===== config.mk =====
export PLATFORM = sky130hd
export DESIGN_NAME = branch_resolve
export DESIGN_NICKNAME = d
export VERILOG_FILES = /design/src/rtl/simple_pkg.sv /design/src/rtl/branch_cond.sv /design/src/rtl/branch_resolve.sv
export SDC_FILE = /design/constraint.sdc
export NUM_CORES = 1
export LEC_CHECK = 0
export CAP_MARGIN = 20
export CORE_MARGIN = 2
export CORE_UTILIZATION = 45
export CTS_BUF_LIST = sky130_fd_sc_hd__clkbuf_4
export CTS_CLUSTER_SIZE = 8
export DETAILED_ROUTE_END_ITERATION = 10
export GPL_TIMING_DRIVEN = 0
export PLACE_DENSITY = 0.9
export SYNTH_ARGS = -nofsm -noshare
export SYNTH_HDL_FRONTEND = slang
export SYNTH_SLANG_ARGS = --single-unit

===== constraint.sdc =====
create_clock -name clock -period 5.9 [get_ports clock]
set_input_delay 1.475 -clock clock [delete_from_list [all_inputs] [get_ports clock]]
set_output_delay 1.475 -clock clock [all_outputs]
set_load 0.05 [all_outputs]

===== src/rtl/simple_pkg.sv =====
// Shared encodings for the simple ISA: branch opcode fields, condition codes,
// ALU flag bit positions and the branch_resolve state enum.
package simple_pkg;

  localparam logic [1:0] BR_OP     = 2'b10;
  localparam logic [2:0] BR_UNCOND = 3'b100;
  localparam logic [2:0] BR_COND   = 3'b111;

  localparam logic [2:0] CC_BE  = 3'b000;
  localparam logic [2:0] CC_BLT = 3'b001;
  localparam logic [2:0] CC_BLE = 3'b010;
  localparam logic [2:0] CC_BNE = 3'b011;

  // Flags arrive as {S,Z,C,V}
  localparam int FLAG_S = 3;
  localparam int FLAG_Z = 2;
  localparam int FLAG_C = 1;
  localparam int FLAG_V = 0;

  typedef enum logic [1:0] {
    ST_IDLE,
    ST_WAIT_FLAGS,
    ST_REDIRECT,
    ST_FLUSH
  } br_state_t;

  function automatic logic is_uncond_branch(input logic [15:0] op);
    return (op[15:14] == BR_OP) && (op[13:11] == BR_UNCOND) && (op[10:8] == 3'b000);
  endfunction

  function automatic logic is_cond_branch(input logic [15:0] op);
    return (op[15:14] == BR_OP) && (op[13:11] == BR_COND) &&
           ((op[10:8] == CC_BE) || (op[10:8] == CC_BLT) ||
            (op[10:8] == CC_BLE) || (op[10:8] == CC_BNE));
  endfunction

endpackage


===== src/rtl/branch_cond.sv =====
// Combinational branch condition evaluator: condition code plus {S,Z,C,V}
// flags in, taken out. Unknown codes are never taken.
module branch_cond
  import simple_pkg::*;
(
  input  logic [2:0] cond,
  input  logic [3:0] flags,
  output logic       taken
);

  logic lt;

  always_comb begin
    lt    = flags[FLAG_S] ^ flags[FLAG_V];
    taken = 1'b0;
    case (cond)
      CC_BE:   taken = flags[FLAG_Z];
      CC_BLT:  taken = lt;
      CC_BLE:  taken = flags[FLAG_Z] | lt;
      CC_BNE:  taken = ~flags[FLAG_Z];
      default: taken = 1'b0;
    endcase
  end

endmodule


===== src/rtl/branch_resolve.sv =====
// Branch resolution on the fetch feedback path: decodes branches, waits for
// flags, redirects fetch and squashes wrong-path beats. BRANCH_STATS_EN adds counters.
module branch_resolve
  import simple_pkg::*;
#(
  parameter int unsigned FLUSH_DEPTH = 2,
  parameter int unsigned STAT_WIDTH  = 16
) (
  input  logic        clock,
  input  logic        reset,
  input  logic        instr_valid,
  input  logic [15:0] operation,
  input  logic [15:0] pcin,
  input  logic        flags_valid,
  input  logic [3:0]  flags,
  input  logic        pc_ack,
  output logic        pcsrcout,
  output logic [15:0] pctargetout,
  output logic        stall,
  output logic        kill
`ifdef BRANCH_STATS_EN
  ,
  output logic [STAT_WIDTH-1:0] branch_count,
  output logic [STAT_WIDTH-1:0] taken_count
`endif
);

  localparam logic [2:0] FLUSH_INIT = 3'(FLUSH_DEPTH);

  br_state_t   state;
  logic [2:0]  cond_q;
  logic [2:0]  flush_cnt;
  logic [15:0] last_pc;

  logic        accept_b;
  logic        accept_c;
  logic        resolve_now;
  logic        taken;
  logic        redirect_evt;
  logic [2:0]  cond_sel;
  logic [15:0] disp_ext;

  // While waiting for flags the condition comes from the latched copy, since
  // upstream may present unrelated words on operation.
  always_comb begin
    accept_b     = instr_valid && (state == ST_IDLE) && is_uncond_branch(operation);
    accept_c     = instr_valid && (state == ST_IDLE) && is_cond_branch(operation);
    cond_sel     = (state == ST_WAIT_FLAGS) ? cond_q : operation[10:8];
    resolve_now  = flags_valid && (accept_c || (state == ST_WAIT_FLAGS));
    redirect_evt = accept_b || (resolve_now && taken);
    disp_ext     = {{8{operation[7]}}, operation[7:0]};
  end

  branch_cond u_cond (
    .cond  (cond_sel),
    .flags (flags),
    .taken (taken)
  );

  assign kill = (state == ST_FLUSH) && instr_valid;

  always_ff @(posedge clock or posedge reset) begin
    if (reset) begin
      state       <= ST_IDLE;
      pcsrcout    <= 1'b0;
      pctargetout <= 16'h0000;
      stall       <= 1'b0;
      cond_q      <= 3'b000;
      flush_cnt   <= 3'd0;
      last_pc     <= 16'h0000;
    end else begin
      case (state)
        ST_IDLE: begin
          if (accept_b || accept_c) begin
            pctargetout <= disp_ext;
            cond_q      <= operation[10:8];
            last_pc     <= pcin;
          end
          if (redirect_evt) begin
            state    <= ST_REDIRECT;
            pcsrcout <= 1'b1;
            stall    <= 1'b1;
          end else if (accept_c && !flags_valid) begin
            state <= ST_WAIT_FLAGS;
            stall <= 1'b1;
          end
        end
        ST_WAIT_FLAGS: begin
          if (flags_valid) begin
            if (taken) begin
              state    <= ST_REDIRECT;
              pcsrcout <= 1'b1;
            end else begin
              state <= ST_IDLE;
              stall <= 1'b0;
            end
          end
        end
        ST_REDIRECT: begin
          if (pc_ack) begin
            pcsrcout  <= 1'b0;
            stall     <= 1'b0;
            flush_cnt <= FLUSH_INIT;
            state     <= (FLUSH_DEPTH == 0) ? ST_IDLE : ST_FLUSH;
          end
        end
        ST_FLUSH: begin
          // A zero count is treated like the last beat so FLUSH can never stick.
          if (instr_valid) begin
            if (flush_cnt <= 3'd1) begin
              flush_cnt <= 3'd0;
              state     <= ST_IDLE;
            end else begin
              flush_cnt <= flush_cnt - 3'd1;
            end
          end
        end
        default: state <= ST_IDLE;
      endcase
    end
  end

`ifdef BRANCH_STATS_EN
  logic eval_evt;

  assign eval_evt = accept_b || resolve_now;

  always_ff @(posedge clock or posedge reset) begin
    if (reset) begin
      branch_count <= '0;
      taken_count  <= '0;
    end else begin
      if (eval_evt && (branch_count != {STAT_WIDTH{1'b1}}))
        branch_count <= branch_count + 1'b1;
      if (redirect_evt && (taken_count != {STAT_WIDTH{1'b1}}))
        taken_count <= taken_count + 1'b1;
    end
  end
`endif

endmodule


# [Yosys cells after proc, flatten, opt, wreduce, memory -nomap -nowiden]
# Index checks and enable logic that the tools add are counted.
[op_classes] n_addsub=1 mul=0 div_mod_pow=0 order_cmp=1 n_eq_ne=20 shifts=0 muxes=24 bitwise_logic=3 reduce_logical=28
[op_table] cell="5-bit AND reduction" n=3
[op_table] cell="2-bit two-way mux" n=7
[op_table] cell="3-bit by 2-bit == test with 1-bit output, second input constant" n=4
[op_table] cell="3-bit two-way mux" n=4
[op_table] cell="2-bit != test, second input constant" n=6
[op_table] cell="1-bit logical AND" n=11
[op_table] cell="1-bit two-way mux" n=8
[op_table] cell="2-bit case mux with 4 select lines" n=1
[op_table] cell="2-bit == test, second input constant" n=3
[op_table] cell="3-bit by 1-bit == test with 1-bit output, second input constant" n=2
[op_table] cell="3-bit == test, second input constant" n=2
[op_table] cell="3-bit logical NOT" n=2
[op_table] cell="1-bit logical OR" n=6
[op_table] cell="1-bit case mux with 3 select lines" n=2
[op_table] cell="3-bit case mux with 2 select lines" n=1
[op_table] cell="1-bit case mux with 4 select lines" n=1
[op_table] cell="3-bit by 1-bit less-or-equal comparator with 1-bit output, second input constant" n=1
[op_table] cell="3-bit by 2-bit != test with 1-bit output, second input constant" n=1
[op_table] cell="3-bit AND reduction" n=1
[op_table] cell="3-bit nonzero test" n=1
[op_table] cell="3-bit by 1-bit subtractor with 3-bit output, second input constant" n=1
[op_table] cell="2-bit by 1-bit == test with 1-bit output, second input constant" n=1
[op_table] cell="2-bit logical NOT" n=1
[op_table] cell="2-bit by 1-bit != test with 1-bit output, second input constant" n=1
[op_table] cell="6 further kinds" n=6
[totals] reg_bits=18 latchBits=0 ram_bits=0 rom_bits=0 in_bits=41 n_memories=0

# [Depth between registers and ports, before layout]
[depth] word_depth=12 ltp_mapped=8

# [By module]
# From an unflattened synthesis, not the netlist that was laid out.
[unflattened] hier_cells=109 hier_area_um2=1141.1
[by_module_without_submodules] mod="branch_resolve" n_inst=1 cells_per_inst=103 area_per_inst_um2=1099.8 seq_area_each_um2=450.4
[by_module_without_submodules] mod="branch_cond" n_inst=1 cells_per_inst=6 area_per_inst_um2=41.3 seq_area_each_um2=0.0

# [Worst setup path before layout]
# OpenSTA, ideal clock, no wires.
[synth_timing] path_type="input to output" from="in instr_valid" to="out kill" t_arrival_ps=1887 required_ps=4425 slack_ps=2538 cell_stages=1 cell_sequence="and2_1"
[synth_via] elab_chain_cells=1
[synth_rtl] element="start, declared" line_no="branch_resolve.sv:11" rtl="input logic instr_valid,"
[synth_rtl] element="1-bit logical AND" line_no="branch_resolve.sv:60" rtl="assign kill = (state == ST_FLUSH) && instr_valid;"
[synth_rtl] element="end, declared" line_no="branch_resolve.sv:20" rtl="output logic kill"
# No other way between the ends.

# [Worst setup path in the final report]
# Same ends and word-level chain as after synthesis.

==> results.py <==
metrics = {
    "critical_path": {
        "r2r_end": "stall",
        "start_kind": "input pin",
        "cp_cell_sequence": "clkdlybuf4s50_1 -> and2_1 -> clkdlybuf4s50_1",
        "reg2reg_depth": 8,
        "worstSetupPathType": "input pin to output pin",
        "cpMostUsedCell": "clkdlybuf4s50_1",
        "worst_ep_required_time_ps": 4430,
        "arrival_ps": 2970,
        "reg2reg_slack_ps": 3590,
        "max_stage_delay_ps": 790,
        "cp-end-kind": "output pin",
        "critPathMaxFanout": 4,
        "reg2reg_from": "state[1]",
        "cpMaxStageDelayCell": "clkdlybuf4s50_1",
    },
    "cells_and_area": {
        "syn_to_final_growth_pct": 38.5,
        "nFillCells": 219,
        "fin_nets": 208,
        "regArea_um2": 450,
        "diodes": 0,
        "drive_above_1_share": 0.220,
        "utilization": 0.644,
        "layout.cells.most_common_list": "42 x clkdlybuf4s50_1, 18 x dfrtp_1, 11 x inv_1",
        "final_common_cell": "clkdlybuf4s50_1",
        "multiInputGateArea_um2": 677,
    },
    "worst_hold_path": {
        "worstHoldEndpoint": "flush_cnt[2]",
        "hold_depth": 2,
        "hold_start": "flush_cnt[2]",
        "holdCritPathClass": "flop to flop",
    },
    "clock_network": {
        "cts_tree": "yes",
        "root_buffer": "clkbuf_4",
        "cts_buffers": 3,
        "cts_resized": 0,
        "path_clk_slew_ps": 100,
        "htree_levels": 1,
        "cts_setup_buffers": 0,
        "clock_path_buffers": 2,
        "clk_latency_ps": 300,
        "ctsHoldBuffers": 0,
        "cts_sinks": 18,
    },
    "sta": {
        "max_clock_freq_mhz": 225,
        "slew_headroom": 0.508,
        "finalHoldViolations": 0,
        "finalMaxSlewViolations": 0,
        "tns_ps": 0,
        "clock_skew_ps": 7.90,
        "worstMarginPinSlew_ps": 737,
        "period_share": 0.754,
        "setup_viol": 0,
        "rsz0062_at_grt": "no",
        "fin_crit_ps": 4450,
    },
    "synthesis": {
        "yosysTopAreaCellShare": 0.357,
        "synth_area_mm2": 0.00126,
        "synth-warning-count": 0,
        "syn_inst": 113,
        "ys_types": 42,
        "yosysTopAreaCell": "dfrtp_1",
        "synth.avg_cell_area_um2": 11.2,
        "synth_nets": 161,
        "synth-seq-cells": 18,
        "ys_seq_area_frac": 0.357,
        "ys_top_cells_by_area": "dfrtp_1 36%, mux2_4 11%, ha_1 7.0%",
    },
    "detailed_routing": {
        "drc": 0,
        "drt-total-wl_um": 3060,
        "ant_nets": 0,
        "drt_iter0_drc": 51,
        "num_vias": 1048,
        "firstDrtPassIters": 4,
        "viasPerCell": 5.52,
        "wl_per_cell_um": 16.1,
    },
    "power_and_ir_drop": {
        "power_density_mw_per_mm2": 406,
        "p_leak_nw": 0.799,
        "ir_drop_v": 0.000276,
    },
    "floorplanning": {
        "die_y_um": 56.9,
        "die_x_um": 56.9,
        "dieArea_mm2": 0.00324,
        "core_area_mm2": 0.00271,
        "rows": 19,
        "ios": 60,
        "start_util": 0.465,
    },
    "placed_design": {
        "portBuffers": 42,
        "dp_hpwl_um": 2420,
        "gp_congestion": 0.828,
    },
    "run_status": {
        "status": "finished clean",
    },
    "global_routing": {
        "grt_pass1_vias": 1111,
        "antenna_found_initial": 0,
        "grt-ovfl-total": 0,
        "grt_usage": 0.204,
        "grt_pass1_wl_um": 5110,
        "grt_start_max_net_pins": 19,
    },
    "flow_run": {
        "timing.max_cap.violations": 0,
    },
}
[kinds of logic after synthesis]
group,share of synthesized area
compound gates,0.174
simple gates,0.121
buf+inv,0.105
flops,0.357
mux,0.150
fa+ha+maj,0.0784
xor+xnor,0.0139
[synthesized netlist by cell type, drive strengths merged]
library cell  instances
xnor2                 1
ha                    7
o31ai                 1
dfrtp                18
nand4bb               1
and3                  1
o2111a                1
nor2b                 1
xor2                  1
maj3                  1
buf                  10
o2111ai               3
nand2                 5
a221oi                1
or3                   2
a211oi                1
o21ai                 6
o211ai                6
o21a                  1
a32o                  1
a21o                  1
or2b                  1
o221ai                1
mux2i                 2
nand4                 2
and2                  2
nand2b                3
or4                   1
o41ai                 1
a32oi                 1
nor2                  3
nand3                 3
mux2                 12
inv                  11
[sequential cells by signal, indices dropped and copies added (netlist names)]
register     cells
pctargetout      8
cond_q           3
flush_cnt        3
state            2
pcsrcout         1
stall            1
[report_power, final]
| group | switching (mW) | internal, mW | leakage, nW | total, mW |
|---|---|---|---|---|
| Combinational | 0.264 | 0.197 | 0.546 | 0.462 |
| Clock | 0.0408 | 0.0247 | 0.0154 | 0.0655 |
| Sequential | 0.0230 | 0.158 | 0.237 | 0.181 |
| Total | 0.328 | 0.380 | 0.799 | 0.708 |
[per-layer routing]
| layer | vias to the layer above | wire length, µm | global-route usage |
|---|---|---|---|
| li1 | 499 | - | - |
| met1 | 521 | 1260 | 0.230 |
| met3 | 5 | 83 | 0.0323 |
| met4 | 0 | 40 | 0.0698 |
| met2 | 23 | 1680 | 0.384 |
| met5 | - | 0 | 0 |
[stage by stage]
step / setup slack (ps) / power, mW / hold slack (ps) / instances / area (µm²)
2_1_floorplan: 2540 / 0.516 / 449 / 113 / 1260
3_3_place_gp: 1470 / 0.621 / 470 / 186 / 1720
3_5_place_dp: 1450 / 0.642 / 470 / 186 / 1720
4_1_cts: 1450 / 0.712 / 495 / 190 / 1750
5_1_grt: 1400 / 0.754 / 529 / 190 / 1750
6_report: 1450 / 0.708 / 489 / 190 / 1750
[final cells by class]
class                           count  share of cell area
Tap cell                           31              0.0222
Sequential cell                    18               0.258
Clock inverter                      1             0.00215
Inverter                           11              0.0237
Multi-Input combinational cell     74               0.388
Clock buffer                        3              0.0129
Timing Repair Buffer               42               0.241
Buffer                             10              0.0523
[critical path: cells and delay by family]
| kind | cells | cell delay [ps] |
|---|---|---|
| simple gates | 1 | 160 |
| buf+inv | 2 | 1330 |
[worst max-delay path by stage]
stage                           start    to  slack (ps)
after floorplan           instr_valid  kill        2540
after global placement    instr_valid  kill        1470
after detailed placement  instr_valid  kill        1450
after CTS                 instr_valid  kill        1450
after global routing      instr_valid  kill        1400
final                     instr_valid  kill        1450
Power figures use the tool's default switching activity.
